[src/rtl/demux_1_n_pkg.sv]
// Shared types for the serial-to-parallel transfer demux.
// Holds the FILL/FULL state encoding, the signed fixed-point transfer word
// and a helper that sizes index vectors.
package demux_1_n_pkg;

  localparam int unsigned I_WIDTH    = 8;
  localparam int unsigned F_WIDTH    = 8;
  localparam int unsigned WORD_WIDTH = I_WIDTH + F_WIDTH;

  // FILL: collecting words; FULL: bank complete, waiting for the consumer
  typedef enum logic {
    FILL = 1'b0,
    FULL = 1'b1
  } state_e;

  typedef logic signed [WORD_WIDTH-1:0] tr_word_t;

  // Bits needed to index n entries (never less than one bit)
  function automatic int unsigned idx_width(input int unsigned n);
    return (n <= 1) ? 1 : $clog2(n);
  endfunction

endpackage

[src/rtl/demux_1_n.sv]
// Serial-to-parallel transfer demux.
// Collects one signed fixed-point word per accepted valid/ready handshake into a
// LEN_TRANSFER-entry bank, then presents the whole bank with tr_done_o until the
// consumer acknowledges.
// Ports:
//   clk_i, rst_i        clock, synchronous active-high reset
//   tr_data_i/valid_i   incoming serial word; tr_ready_o high while filling
//   tr_len_i            frame length, sampled on the first word of a frame
//   tr_flush_i          abort the current frame
//   tr_ack_i            consumer has taken the frame
//   tr_data_o           parallel bank, tr_done_o marks it complete
//   sel_demux_tr_o      current write index
module demux_1_n
  import demux_1_n_pkg::*;
#(
  parameter int unsigned I_WIDTH            = 8,
  parameter int unsigned F_WIDTH            = 8,
  parameter int unsigned LEN_TRANSFER       = 10,
  parameter int unsigned MAX_LEN_TRANSFER   = 10,
  parameter int unsigned SEL_DEMUX_TR_WIDTH = idx_width(MAX_LEN_TRANSFER),
  parameter int unsigned TR_LEN_WIDTH       = $clog2(MAX_LEN_TRANSFER + 1)
) (
  input  logic                                clk_i,
  input  logic                                rst_i,
  input  logic signed [I_WIDTH+F_WIDTH-1:0]   tr_data_i,
  input  logic                                tr_valid_i,
  output logic                                tr_ready_o,
  input  logic [TR_LEN_WIDTH-1:0]             tr_len_i,
  input  logic                                tr_flush_i,
  input  logic                                tr_ack_i,
  output logic signed [I_WIDTH+F_WIDTH-1:0]   tr_data_o [0:LEN_TRANSFER-1],
  output logic                                tr_done_o,
  output logic [SEL_DEMUX_TR_WIDTH-1:0]       sel_demux_tr_o
);

  localparam int unsigned W = I_WIDTH + F_WIDTH;
  localparam logic [TR_LEN_WIDTH-1:0] LEN_MAX = TR_LEN_WIDTH'(LEN_TRANSFER);

  state_e                          state_q, state_d;
  logic [SEL_DEMUX_TR_WIDTH-1:0]   sel_q, sel_d;
  logic [TR_LEN_WIDTH-1:0]         len_q, len_d;
  logic                            done_q, done_d;
  logic signed [W-1:0]             bank_q [0:LEN_TRANSFER-1];
  logic signed [W-1:0]             bank_d [0:LEN_TRANSFER-1];

  logic [TR_LEN_WIDTH-1:0]         len_eff_c;
  logic [TR_LEN_WIDTH-1:0]         cur_len_c;
  logic                            is_last_c;
  logic                            accept_c;

  // Out-of-range lengths (0 or above the bank size) mean "whole bank"
  always_comb begin
    len_eff_c = tr_len_i;
    if ((tr_len_i == '0) || (tr_len_i > LEN_MAX)) begin
      len_eff_c = LEN_MAX;
    end
  end

  // The first word of a frame uses the live length, later words the latched one
  assign cur_len_c = (sel_q == '0) ? len_eff_c : len_q;
  assign is_last_c = (TR_LEN_WIDTH'(sel_q) == (cur_len_c - TR_LEN_WIDTH'(1)));
  assign accept_c  = tr_valid_i && (state_q == FILL);

  // Next-state logic; flush overrides accept and ack
  always_comb begin
    state_d = state_q;
    sel_d   = sel_q;
    len_d   = len_q;
    done_d  = done_q;
    bank_d  = bank_q;

    if (tr_flush_i) begin
      state_d = FILL;
      sel_d   = '0;
      done_d  = 1'b0;
    end else begin
      case (state_q)
        FILL: begin
          if (accept_c) begin
            for (int unsigned i = 0; i < LEN_TRANSFER; i++) begin
              if (sel_q == SEL_DEMUX_TR_WIDTH'(i)) begin
                bank_d[i] = tr_data_i;
              end
            end
            if (sel_q == '0) begin
              len_d = len_eff_c;
            end
            if (is_last_c) begin
              state_d = FULL;
              done_d  = 1'b1;
            end else begin
              sel_d = sel_q + SEL_DEMUX_TR_WIDTH'(1);
            end
          end
        end
        FULL: begin
          if (tr_ack_i) begin
            state_d = FILL;
            sel_d   = '0;
            done_d  = 1'b0;
          end
        end
        default: state_d = FILL;
      endcase
    end
  end

  // State and bank registers, synchronous reset
  always_ff @(posedge clk_i) begin
    if (rst_i) begin
      state_q <= FILL;
      sel_q   <= '0;
      len_q   <= LEN_MAX;
      done_q  <= 1'b0;
      for (int unsigned i = 0; i < LEN_TRANSFER; i++) begin
        bank_q[i] <= '0;
      end
    end else begin
      state_q <= state_d;
      sel_q   <= sel_d;
      len_q   <= len_d;
      done_q  <= done_d;
      bank_q  <= bank_d;
    end
  end

  assign tr_ready_o     = (state_q == FILL);
  assign tr_done_o      = done_q;
  assign sel_demux_tr_o = sel_q;
  assign tr_data_o      = bank_q;

endmodule

[config.mk]
export PLATFORM = sky130hd
export DESIGN_NAME = demux_1_n
export DESIGN_NICKNAME = d
export VERILOG_FILES = /design/src/rtl/demux_1_n_pkg.sv /design/src/rtl/demux_1_n.sv
export SDC_FILE = /design/constraint.sdc
export NUM_CORES = 1
export LEC_CHECK = 0
export ABC_AREA = 1
export CORE_MARGIN = 2
export CORE_UTILIZATION = 35
export CTS_BUF_LIST = sky130_fd_sc_hd__clkbuf_16
export DETAILED_ROUTE_END_ITERATION = 12
export SYNTH_ARGS = -nofsm -noshare
export SYNTH_HDL_FRONTEND = slang
export SYNTH_SLANG_ARGS = --single-unit
[constraint.sdc]
create_clock -name clk_i -period 2.4 [get_ports clk_i]
set_input_delay 0.24 -clock clk_i [delete_from_list [all_inputs] [get_ports clk_i]]
set_output_delay 0.24 -clock clk_i [all_outputs]
set_load 0.005 [all_outputs]
Word level (Yosys, flattened, before mapping)
Index checks and enable logic that the tools add are counted.
- bits in registers: 170
- output and inout port bits: 166
- word-level logic and storage cells: 65
- add/subtract/negate cells: 2
- magnitude comparators: 1
- equal/unequal tests: 14
- mux-type cells: 14
- bitwise operators: 2
- reduce and logical (&&, ||, !) cells: 18
- operators with widths (kind ; number):
    AND reduction 4 bit ; 10
    two-way mux 4 bit ; 5
    == test 4 x 3 -> 1 bit, second input constant ; 4
    AND reduction 3 bit ; 3
    == test 4 x 2 -> 1 bit, second input constant ; 2
    == test 4 bit, second input constant ; 2
    zero test 4 bit ; 2
    one-hot mux 4 bit (2 select lines) ; 1
    two-way mux 1 bit ; 6
    adder 4 x 1 -> 4 bit, second input constant ; 1
    == test 4 x 1 -> 1 bit, second input constant ; 1
    == test 4 bit ; 1
    greater-than comparator 4 bit, second input constant ; 1
    != test 2 x 1 -> 1 bit, second input constant ; 2
    != test 2 bit, second input constant ; 2
    one-hot mux 1 bit (2 select lines) ; 2
    subtractor 4 x 1 -> 4 bit, second input constant ; 1
    inverter 1 bit ; 2
    OR reduction 2 bit ; 1
    logical AND 1 bit ; 1
    logical OR 1 bit ; 1

Longest topological paths before layout
Gate-level depths: netlist (run 1).
- depth in word-level cells: 9
- depth in mapped cells: 17

Least setup slack after synthesis (run 1)
No wires, ideal clock.
- path kind: register -> register
- from: reg sel_q[0], in the netlist sel_demux_tr_o[0]
- to: reg sel_q[3], in the netlist sel_demux_tr_o[3]
- arrival: 2.170 ns
- data required time: 2.334 ns
- slack: 0.163 ns
- stages on the path, launching flop included: 16
- path through: dfxtp_1 -> inv_1 -> ha_1 -> nand2_4 -> inv_4 -> nor2_8 -> nor2_4 -> ha_1 -> xnor2_1 -> nand3b_1 -> nand3_2 -> nor2_4 -> nand3_2 -> nand2_2 -> nand3_1 -> a21oi_2
- word-level cells in the longest chain between the ends: 6
- ends and longest elaborated chain (item ; line ; text):
    from (decl) ; demux_1_n.sv:40 ; logic [SEL_DEMUX_TR_WIDTH-1:0] sel_q, sel_d;
    from (signal assigned) ; demux_1_n.sv:120 ; sel_q <= sel_d;
    zero test 4 bit ; demux_1_n.sv:60 ; assign cur_len_c = (sel_q == '0) ? len_eff_c : len_q;
    two-way mux 4 bit ; -- ;
    subtractor 4 x 1 -> 4 bit ; demux_1_n.sv:61 ; assign is_last_c = (TR_LEN_WIDTH'(sel_q) == (cur_len_c - TR_LEN_WIDTH'(1)));
    == test 4 bit ; demux_1_n.sv:61 ;
    != test 2 bit (no source line) ; -- ;
    AND reduction 3 bit (no source line) ; -- ;
Several ways; a longest one is shown, not always the timed one. The select of a mux whose other input is x is not followed.
A chain may end at the register's enable or synchronous reset.

Worst setup path in the final report (run 1)
- from: reg sel_q[0], in the netlist sel_demux_tr_o[0]
- to: reg sel_q[2], in the netlist sel_demux_tr_o[2]
Same word-level chain as after synthesis.

==> flow_summary_export.csv, run 1 <==
group,metric,value,unit
outcome,status,"completed",
logic_synthesis,synth_cell_types,31,
finish,nFillCells,1746,
logic_synthesis,yosysWarnings,0,
setup_path,path_cells,"inv_1 -> ha_2 -> nand2_4 -> inv_4 -> nor2_2 -> inv_1 -> nand2_2 -> ha_1 -> xnor2_1 -> nand3b_1 -> nand3_2 -> nor2_4 -> nand3_2 -> nand2_2 -> nand3_1 -> a21oi_1",
cts,cts_root_buf,"clkbuf_16",
power_and_ir_drop,cell_internal_pwr,4.59,mW
min_path,holdCritPathClass,"primary input to register",
sta,finalCritPeriodShare,91.0,%
setup_path,cp_slowest_cell,"dfxtp_1",
grt,overflow,0,
cts,clk_pin_slew,0.06,ns
logic_synthesis,synth_common_cells,"nor2_1, dfxtp_1, o21ai_0",
logic_synthesis,ys.flop_type,"dfxtp_1",
floorplanning,ios,191,
grt,grt_max_degree,73,
floorplanning,fp.coreArea,18100,um2
finish,area_growth,42.5,%
sta,setup_slack,0.216,ns
job,cap_viol_max_count,0,
sta,setup_violations,0,
placed_design,gp_congestion,0.805,
sta,finalCriticalPeriod,2.18,ns
placed_design,dp_hpwl,13.8,mm
logic_synthesis,synth.area.top_cells,"dfxtp_1, nor2_1, o21ai_0",
detailed_routing,firstDrtPassIters,7,
cts,cts_buffers,17,
finish,n_antenna_cell,0,
power_and_ir_drop,p_per_area,656,nW/um2
floorplanning,fp.dieArea,19700,um2
power_and_ir_drop,swShare,24.6,%
placed_design,pre_cts_slack,-0.00579,ns
cts,tritoncts,"yes",
setup_path,slowest_delay,0.31,ns
setup_path,cp.arrival,2.54,ns
cts,clock_sinks,170,
setup_path,worst_setup_path_end_kind,"register",
cts,post_cts_buffers,0,
floorplanning,die_h,141,um
logic_synthesis,synth_top_area_cell,"dfxtp_1",
detailed_routing,wl_per_cell,16.5,um
detailed_routing,num_vias,5947,
power_and_ir_drop,vdd.ir_drop.worst,0.498,mV
floorplanning,fp.dieW,141,um
power_and_ir_drop,seqPwrFrac,47.2,%
logic_synthesis,synth_edf_count,0,
sta,report.final.slew_viol_count,0,
finish,ff_latch_area,3400,um2
grt,track_usage,21.0,%
detailed_routing,routed_wl,20.8,mm
setup_path,required,2.75,ns
sta,skew,0.0105,ns
finish,fin_nets,1049,
finish,design_area,9300,um2
sta,grt_setup_unrepaired,"false",
sta,hold_viol,0,
sta,achievable-frequency,458,MHz
cts,cts_buffer_depth,2,
logic_synthesis,async_reset_ff_share,0,%
logic_synthesis,syn_area,6520,um2
sta,tns,0,ns
floorplanning,start_util,35.9,%
logic_synthesis,syn_nets,873,
power_and_ir_drop,p_switching,1.50,mW
logic_synthesis,synthMostInstantiatedCell,"nor2_1",
placed_design,dp_cells,1229,
cts,postCtsHoldBufs,0,
detailed_routing,viasPerCell,4.72,
finish,final_cells,1261,
sta,max-slew-margin-rel,49.0,%
cts,clock_latency,0.43,ns
grt,grt_pass1_wl,31.7,mm
power_and_ir_drop,p_clk_share,45.5,%
setup_path,path_class,"register to register",
floorplanning,num_rows,49,
finish,multi_input_area,2530,um2
logic_synthesis,synthDominantCellAreaShare,52.2,%
detailed_routing,ant_nets,0,
sta,whs,0.427,ns
logic_synthesis,yosysSeqAreaShare,52.2,%
logic_synthesis,synth_seq_cells,170,
logic_synthesis,syn_inst,843,
placed_design,postPlaceCellArea,8700,um2
finish,drive_above_1_share,8.82,%
power_and_ir_drop,pwr-share-comb,7.3,%
cts,htreeDepth,4,
sta,worst_pin_slew,0.762,ns
setup_path,crit_fanout,5,
grt,grt_pass1_vias,5443,
setup_path,cp-start-kind,"register",
placed_design,io_buffers,190,
power_and_ir_drop,total_power,6.09,mW
detailed_routing,route.detailed.drc,0,
logic_synthesis,syn_area_per_cell,7.74,um2
power_and_ir_drop,p_leak,3.64,nW
cts,cts.repair.resized,0,
detailed_routing,drt-initial-drc-count,296,
grt,antenna_found_initial,0,
finish,utilization,51.2,%
critical path, delay by kind of cell, from the launching register on:
family	cells	cell delay (ns)
flops	1	0.31
fa+ha+maj	2	0.43
compound gates	1	0.12
simple gates	9	0.85
xor+xnor	1	0.17
buf+inv	3	0.24
state kept, by name (all words and copies together) (netlist names):
| name | flops |
|---|---|
| tr_data_o | 160 |
| len_q | 4 |
| sel_demux_tr_o | 4 |
| state_q | 1 |
| tr_done_o | 1 |
routing by layer:
| layer | global-route usage, % | share of wire (%) | wire (um) |
|---|---|---|---|
| met2 | 33.8 | 47 | 9680 |
| met3 | 5.91 | 6.3 | 1300 |
| met4 | 7.37 | 1.6 | 334 |
| met1 | 27.1 | 46 | 9460 |
| met5 | 0 | 0 | 0 |
path summary, 6_finish.rpt:
check,start,end,slack [ns],cells after the start
min reg2reg,tr_data_o[156],tr_data_o[156],0.44,2
max reg2reg,sel_demux_tr_o[0],sel_demux_tr_o[2],0.22,16
max,sel_demux_tr_o[0],sel_demux_tr_o[2],0.22,16
min,tr_ack_i,state_q,0.43,2
layout make-up:
cell class	instances	share of cell area, %
clock inverter	15	1.79
timing repair buffer	215	23.0
tap	229	3.08
multi-input combinational	524	27.2
sequential	170	36.6
clock buffer	17	4.58
inverter	91	3.74
power groups by stage:
stage	Combinational [mW]	Clock (mW)	Sequential, mW
after floorplan	0.227	0	2.94
after global placement	0.447	0	2.94
after detailed placement	0.449	0	2.94
after CTS	0.450	2.83	2.87
after global routing	0.487	2.95	2.88
final	0.446	2.77	2.87
cell usage in the layout, fill, tap and decap left out, types with 3 or more instances in the layout:
cell,count
buf_12,4
o21ai_1,12
dfxtp_1,170
ha_1,4
nor2_4,4
inv_6,3
nand2_1,29
nor2_1,203
clkdlybuf4s50_1,190
buf_4,21
o21ai_0,151
nor3_4,4
nand3_2,3
clkinv_4,3
nand4_1,3
inv_1,81
inv_2,8
clkbuf_16,17
nand2_2,6
nand3_1,21
a21oi_1,69
inv_8,3
kinds of logic after synthesis:
group                    Yosys count  synth area share, %
AO/OA/AOI/OAI                    236                 18.3
AND/OR/NAND/NOR                  279                 18.9
adder cells (fa/ha/maj)            5                0.959
flip-flops                       170                 52.2
buffers and inverters            149                 9.11
XOR/XNOR                           4                0.537
Power figures use the tool's default switching activity.
==> run 2: changes to the inputs <==
clock period = 1.8 ns   (was 2.4 ns; I/O delays follow)
==> run 2 against run 1 <==
  * The run now ends with negative setup slack left
  * Sequential power rose by 33%
  * Clock-buffer cell count is the same
  * Die area stayed put
  * Sequential share of layout area decreased by 1.2 points
  * Critical path depth rose by 1
==> flow_summary_export.csv, run 2 (synthesis results as in run 1) <==
group,metric,value,unit
sta,skew,0.0139,ns
cts,cts_buffer_depth,2,
power_and_ir_drop,p_leak,3.83,nW
setup_path,r2r-start,"sel_demux_tr_o[1]",
sta,finalCriticalPeriod,2.03,ns
min_path,min-delay-start,"tr_ack_i",
grt,grt_pass1_wl,31.9,mm
setup_path,path_cells,"inv_4 -> ha_4 -> nand2_4 -> buf_4 -> buf_4 -> buf_4 -> nand2_2 -> nand2_1 -> inv_2 -> nand3_1 -> nor2_1 -> nand2_1 -> nand3_2 -> nand2_4 -> nand2_1 -> nand2_2 -> a21oi_2",
sta,tns,-1.04,ns
cts,htreeDepth,4,
finish,fin_nets,1087,
cts,clk_pin_slew,0.06,ns
detailed_routing,ant_nets,0,
sta,max-slew-margin-rel,54.2,%
job,cap_viol_max_count,0,
detailed_routing,top_layer_used,"met4",
sta,finalCritPeriodShare,113,%
setup_path,critPathBufInv,5,
setup_path,cp_slowest_cell,"dfxtp_4",
detailed_routing,num_vias,6012,
floorplanning,start_util,35.9,%
floorplanning,fp.coreArea,18100,um2
sta,grt_setup_unrepaired,"true",
finish,largest_register_ffs,160,
setup_path,path_class,"register to register",
detailed_routing,drt-initial-drc-count,280,
sta,achievable-frequency,492,MHz
sta,hold_viol,0,
placed_design,io_buffers,190,
grt,track_usage,21.0,%
finish,n_antenna_cell,0,
sta,report.final.slew_viol_count,0,
setup_path,critical_path.top_delay_family,"simple AND/OR/NAND/NOR gates",
finish,utilization,53.2,%
sta,setup_slack,-0.232,ns
sta,worst_pin_slew,0.685,ns
finish,final_common_cell,"nor2_1",
outcome,status,"finished, violations left",
floorplanning,fp.dieArea,19700,um2
detailed_routing,routed_wl,20.9,mm
cts,cts_root_buf,"clkbuf_16",
cts,clock_latency,0.44,ns
power_and_ir_drop,p_per_area,827,nW/um2
grt,grt_pass1_vias,5571,
finish,area_growth,47.9,%
grt,grt_max_degree,101,
finish,drive_above_1_share,13.3,%
cts,postCtsHoldBufs,0,
sta,whs,0.355,ns
cts,tritoncts,"yes",
power_and_ir_drop,vdd.ir_drop.worst,0.678,mV
setup_path,worst_setup_path_end_kind,"register",
setup_path,cp-start-kind,"register",
min_path,holdCritPathClass,"primary input to register",
floorplanning,die_h,141,um
floorplanning,fp.dieW,141,um
placed_design,dp_hpwl,14.0,mm
detailed_routing,firstDrtPassIters,4,
setup_path,crit_start,"sel_demux_tr_o[1]",
detailed_routing,wl_per_cell,16.1,um
detailed_routing,routed-wl-met2,9.80,mm
finish,layout_common_cells,"nor2_1, clkdlybuf4s50_1, dfxtp_1",
detailed_routing,routedLengthMet1,9.69,mm
outcome,violations,"negative setup slack",
grt,overflow,0,
cts,clock_sinks,170,
detailed_routing,route.met3.wl,1.09,mm
placed_design,gp_congestion,0.840,
floorplanning,ios,191,
cts,cts_buffers,17,
setup_path,crit_fanout,5,
setup_path,slowest_delay,0.35,ns
setup_path,required,2.16,ns
detailed_routing,viasPerCell,4.63,
detailed_routing,route.detailed.drc,0,
floorplanning,num_rows,49,
setup_path,cp.arrival,2.39,ns
sta,setup_violations,6,
grt,antenna_found_initial,0,
-- run 2: cell types whose count changed in the layout (fill, tap and decap cells not counted), moves of 3 or more --
| cell | previous run | this run |
|---|---|---|
| inv_6 | 3 | 8 |
| buf_4 | 21 | 57 |
| inv_1 | 81 | 78 |
| dfxtp_1 | 170 | 167 |
| nand3_1 | 21 | 18 |
| nand3_2 | 3 | 6 |
-- run 2: final timing paths --
kind / endpoint / slack (ns) / cells after the start
worst max-delay path: sel_demux_tr_o[0] / -0.23 / 17
worst min-delay path: state_q / 0.36 / 2
worst max register to register: sel_demux_tr_o[0] / -0.23 / 17
worst min register to register: tr_data_o[118] / 0.44 / 2
-- run 2: metrics by stage --
step | instance area [um2] | total power [mW] | worst slack (ns) | instances
floorplan | 6570 | 4.24 | -0.199 | 843
global placement | 9030 | 4.57 | -0.488 | 1263
detailed placement | 9030 | 4.57 | -0.533 | 1263
CTS | 9640 | 8.05 | -0.246 | 1298
global route | 9650 | 8.26 | -0.353 | 1298
finish | 9650 | 7.98 | -0.232 | 1298
-- run 2: per-layer routing --
layer / track usage [%] / vias up
met3: 4.72 / 22
met2: 34.6 / 159
met4: 7.05 / 0
li1: - / 3120
met1: 27.3 / 2711
met5: 0 / -
-- run 2: layout make-up --
class	instances	area, um2
repair buffers	253	2450
clock inverters	14	123
clock buffers	17	425
well taps	229	287
multi-input cells	524	2600
inverters	91	355
fillers	1710	8500
flip-flops and latches	170	3410
-- run 2: timing repair --
action                                  in CTS  in global routing
endpoints found under the setup margin       6                  6
pin swaps                                   10                  2
resized for setup                           10                  2
setup buffers                                4                  0
-- run 2: power breakdown --
group | total (mW) | switching (mW) | internal, mW | leakage, nW
sequential | 3.83 | 0.0265 | 3.81 | 1.38
clock | 3.48 | 1.66 | 1.81 | 0.269
combinational | 0.670 | 0.378 | 0.293 | 2.19
total | 7.98 | 2.07 | 5.91 | 3.83
==> run 3: changes to the inputs <==
CTS_BUF_LIST = not set   (was sky130_fd_sc_hd__clkbuf_16)
SKIP_LAST_GASP = 1   (was not set)
==> run 3 against run 2 <==
  * The run still ends with negative setup slack left
  * Sequential power hardly changed
  * Combinational power about the same
  * Routed wire length is 0.15% lower
  * Die area unchanged
  * Via count shrank 0.13%
  * Clock-buffer cell count rose by 1
  * Clock power about the same
  * Worst setup slack better by 0.0045 ns
  * Register-to-register slack barely moved
  * Final area hardly changed
  * Power hardly changed
  * Sequential share of layout area about the same
  * Largest power group unchanged
==> flow_summary_export.csv, run 3 (synthesis results as in run 1) <==
group,metric,value,unit
sta,max-slew-margin-rel,55.1,%
placed_design,gp_congestion,0.840,
placed_design,io_buffers,190,
floorplanning,fp.dieW,141,um
floorplanning,die_h,141,um
floorplanning,num_rows,49,
cts,htreeDepth,4,
sta,report.final.slew_viol_count,0,
detailed_routing,route.detailed.drc,0,
placed_design,dp_cells,1263,
setup_path,cp_slowest_cell,"dfxtp_4",
detailed_routing,drt-initial-drc-count,285,
finish,largest_register_ffs,160,
min_path,min-delay-start,"tr_ack_i",
outcome,violations,"negative setup slack",
sta,finalCriticalPeriod,2.03,ns
finish,area_growth,47.9,%
cts,tritoncts,"yes",
floorplanning,ios,191,
cts,cts_buffer_depth,2,
grt,track_usage,21.0,%
placed_design,pre_cts_slack,-0.533,ns
finish,nFillCells,1710,
detailed_routing,viasPerCell,4.63,
power_and_ir_drop,p_leak,3.83,nW
cts,cts_buffers,17,
min_path,min_path_cells,2,
cts,cts_root_buf,"clkbuf_16",
job,cap_viol_max_count,0,
setup_path,required,2.16,ns
cts,postCtsHoldBufs,0,
finish,final_common_cell,"nor2_1",
grt,antenna_found_initial,0,
detailed_routing,routed_wl,20.8,mm
sta,skew,0.0106,ns
floorplanning,start_util,35.9,%
grt,overflow,0,
setup_path,critical_path.top_delay_family,"simple AND/OR/NAND/NOR gates",
finish,layout_common_cells,"nor2_1, clkdlybuf4s50_1, dfxtp_1",
setup_path,crit_cells,17,
setup_path,crit_start,"sel_demux_tr_o[1]",
setup_path,r2r_cells,17,
cts,clock_sinks,170,
floorplanning,fp.dieArea,19700,um2
cts,clock_latency,0.44,ns
setup_path,cp_common_cell,"nand2_1",
sta,hold_viol,0,
detailed_routing,num_vias,6004,
grt,grt_pass1_wl,31.9,mm
placed_design,dp_hpwl,14.0,mm
grt,grt_pass1_vias,5571,
setup_path,r2r-start,"sel_demux_tr_o[1]",
finish,fin_nets,1087,
detailed_routing,wl_per_cell,16.1,um
setup_path,worst_setup_path_end_kind,"register",
sta,finalCritPeriodShare,113,%
setup_path,path_class,"register to register",
finish,drive_above_1_share,13.2,%
sta,whs,0.353,ns
sta,setup_violations,6,
sta,worst_pin_slew,0.671,ns
sta,achievable-frequency,493,MHz
grt,grt_max_degree,101,
sta,tns,-1.04,ns
power_and_ir_drop,p_per_area,827,nW/um2
power_and_ir_drop,total_power,7.98,mW
min_path,holdCritPathClass,"primary input to register",
setup_path,cp-start-kind,"register",
sta,grt_setup_unrepaired,"true",
finish,final_cells,1298,
finish,n_antenna_cell,0,
setup_path,r2r_slack,-0.23,ns
setup_path,critPathBufInv,5,
floorplanning,fp.coreArea,18100,um2
setup_path,path_cells,"inv_4 -> ha_4 -> nand2_4 -> buf_4 -> buf_4 -> buf_4 -> nand2_2 -> nand2_1 -> inv_2 -> nand3_1 -> nor2_1 -> nand2_1 -> nand3_2 -> nand2_4 -> nand2_1 -> nand2_1 -> a21oi_2",
detailed_routing,ant_nets,0,
setup_path,slowest_delay,0.35,ns
power_and_ir_drop,vdd.ir_drop.worst,0.682,mV
outcome,status,"finished, violations left",
setup_path,cp.arrival,2.39,ns
setup_path,crit_fanout,5,
sta,setup_slack,-0.227,ns
cts,clk_pin_slew,0.06,ns
detailed_routing,firstDrtPassIters,4,
## run 3: cell types whose count changed in the layout (fill, tap and decap cells not counted), sizes merged
cell	change
clkbuf	+1
inv	-1
## run 3: final timing paths
kind	endpoint
worst max register to register	sel_demux_tr_o[0]
worst max-delay path	sel_demux_tr_o[0]
worst min register to register	tr_data_o[118]
worst min-delay path	state_q
## run 3: area by class of cell
class | instances | area (um2) | area share (%)
sequential | 170 | 3410 | 35.4
inverter | 91 | 355 | 3.68
multi-input combinational | 524 | 2590 | 26.9
clock buffer | 18 | 429 | 4.45
clock inverter | 13 | 119 | 1.23
tap | 229 | 287 | 2.97
timing repair buffer | 253 | 2450 | 25.4
## run 3: worst reg2reg max path: stages (launching register included)
cell	delay, ns
dfxtp_4	0.35
inv_4	0.06
ha_4	0.16
nand2_4	0.08
buf_4	0.15
buf_4	0.12
buf_4	0.13
nand2_2	0.06
nand2_1	0.08
inv_2	0.08
nand3_1	0.07
nor2_1	0.15
nand2_1	0.09
nand3_2	0.10
nand2_4	0.07
nand2_1	0.07
nand2_1	0.05
a21oi_2	0.10
## run 3: through the flow
step                      util (%)  instance area, um2
after floorplan                  -                6570
after global placement        49.8                9030
after detailed placement      49.8                9030
after CTS                     53.1                9640
after global routing          53.2                9650
final                         53.2                9650
## run 3: timing repair
item                                    in CTS  in global routing
hold endpoints to repair                     0                  0
pin swaps                                   10                  2
endpoints found under the setup margin       6                  6
buffers inserted                             4                  0
gates resized for setup                     10                  1
## run 3: layer usage
metal  vias to the layer above  track usage (%)  part of all wire, %
li1                       3120                -                    -
met1                      2701             27.3                   46
met2                       163             34.6                   47
met3                        20             4.72                  5.5
met4                         0             7.05                  1.3
met5                         -                0                    0
## run 3: where the power goes
part	switching, mW	internal, mW
sequential	0.0265	3.81
combinational	0.375	0.292
clock	1.66	1.82
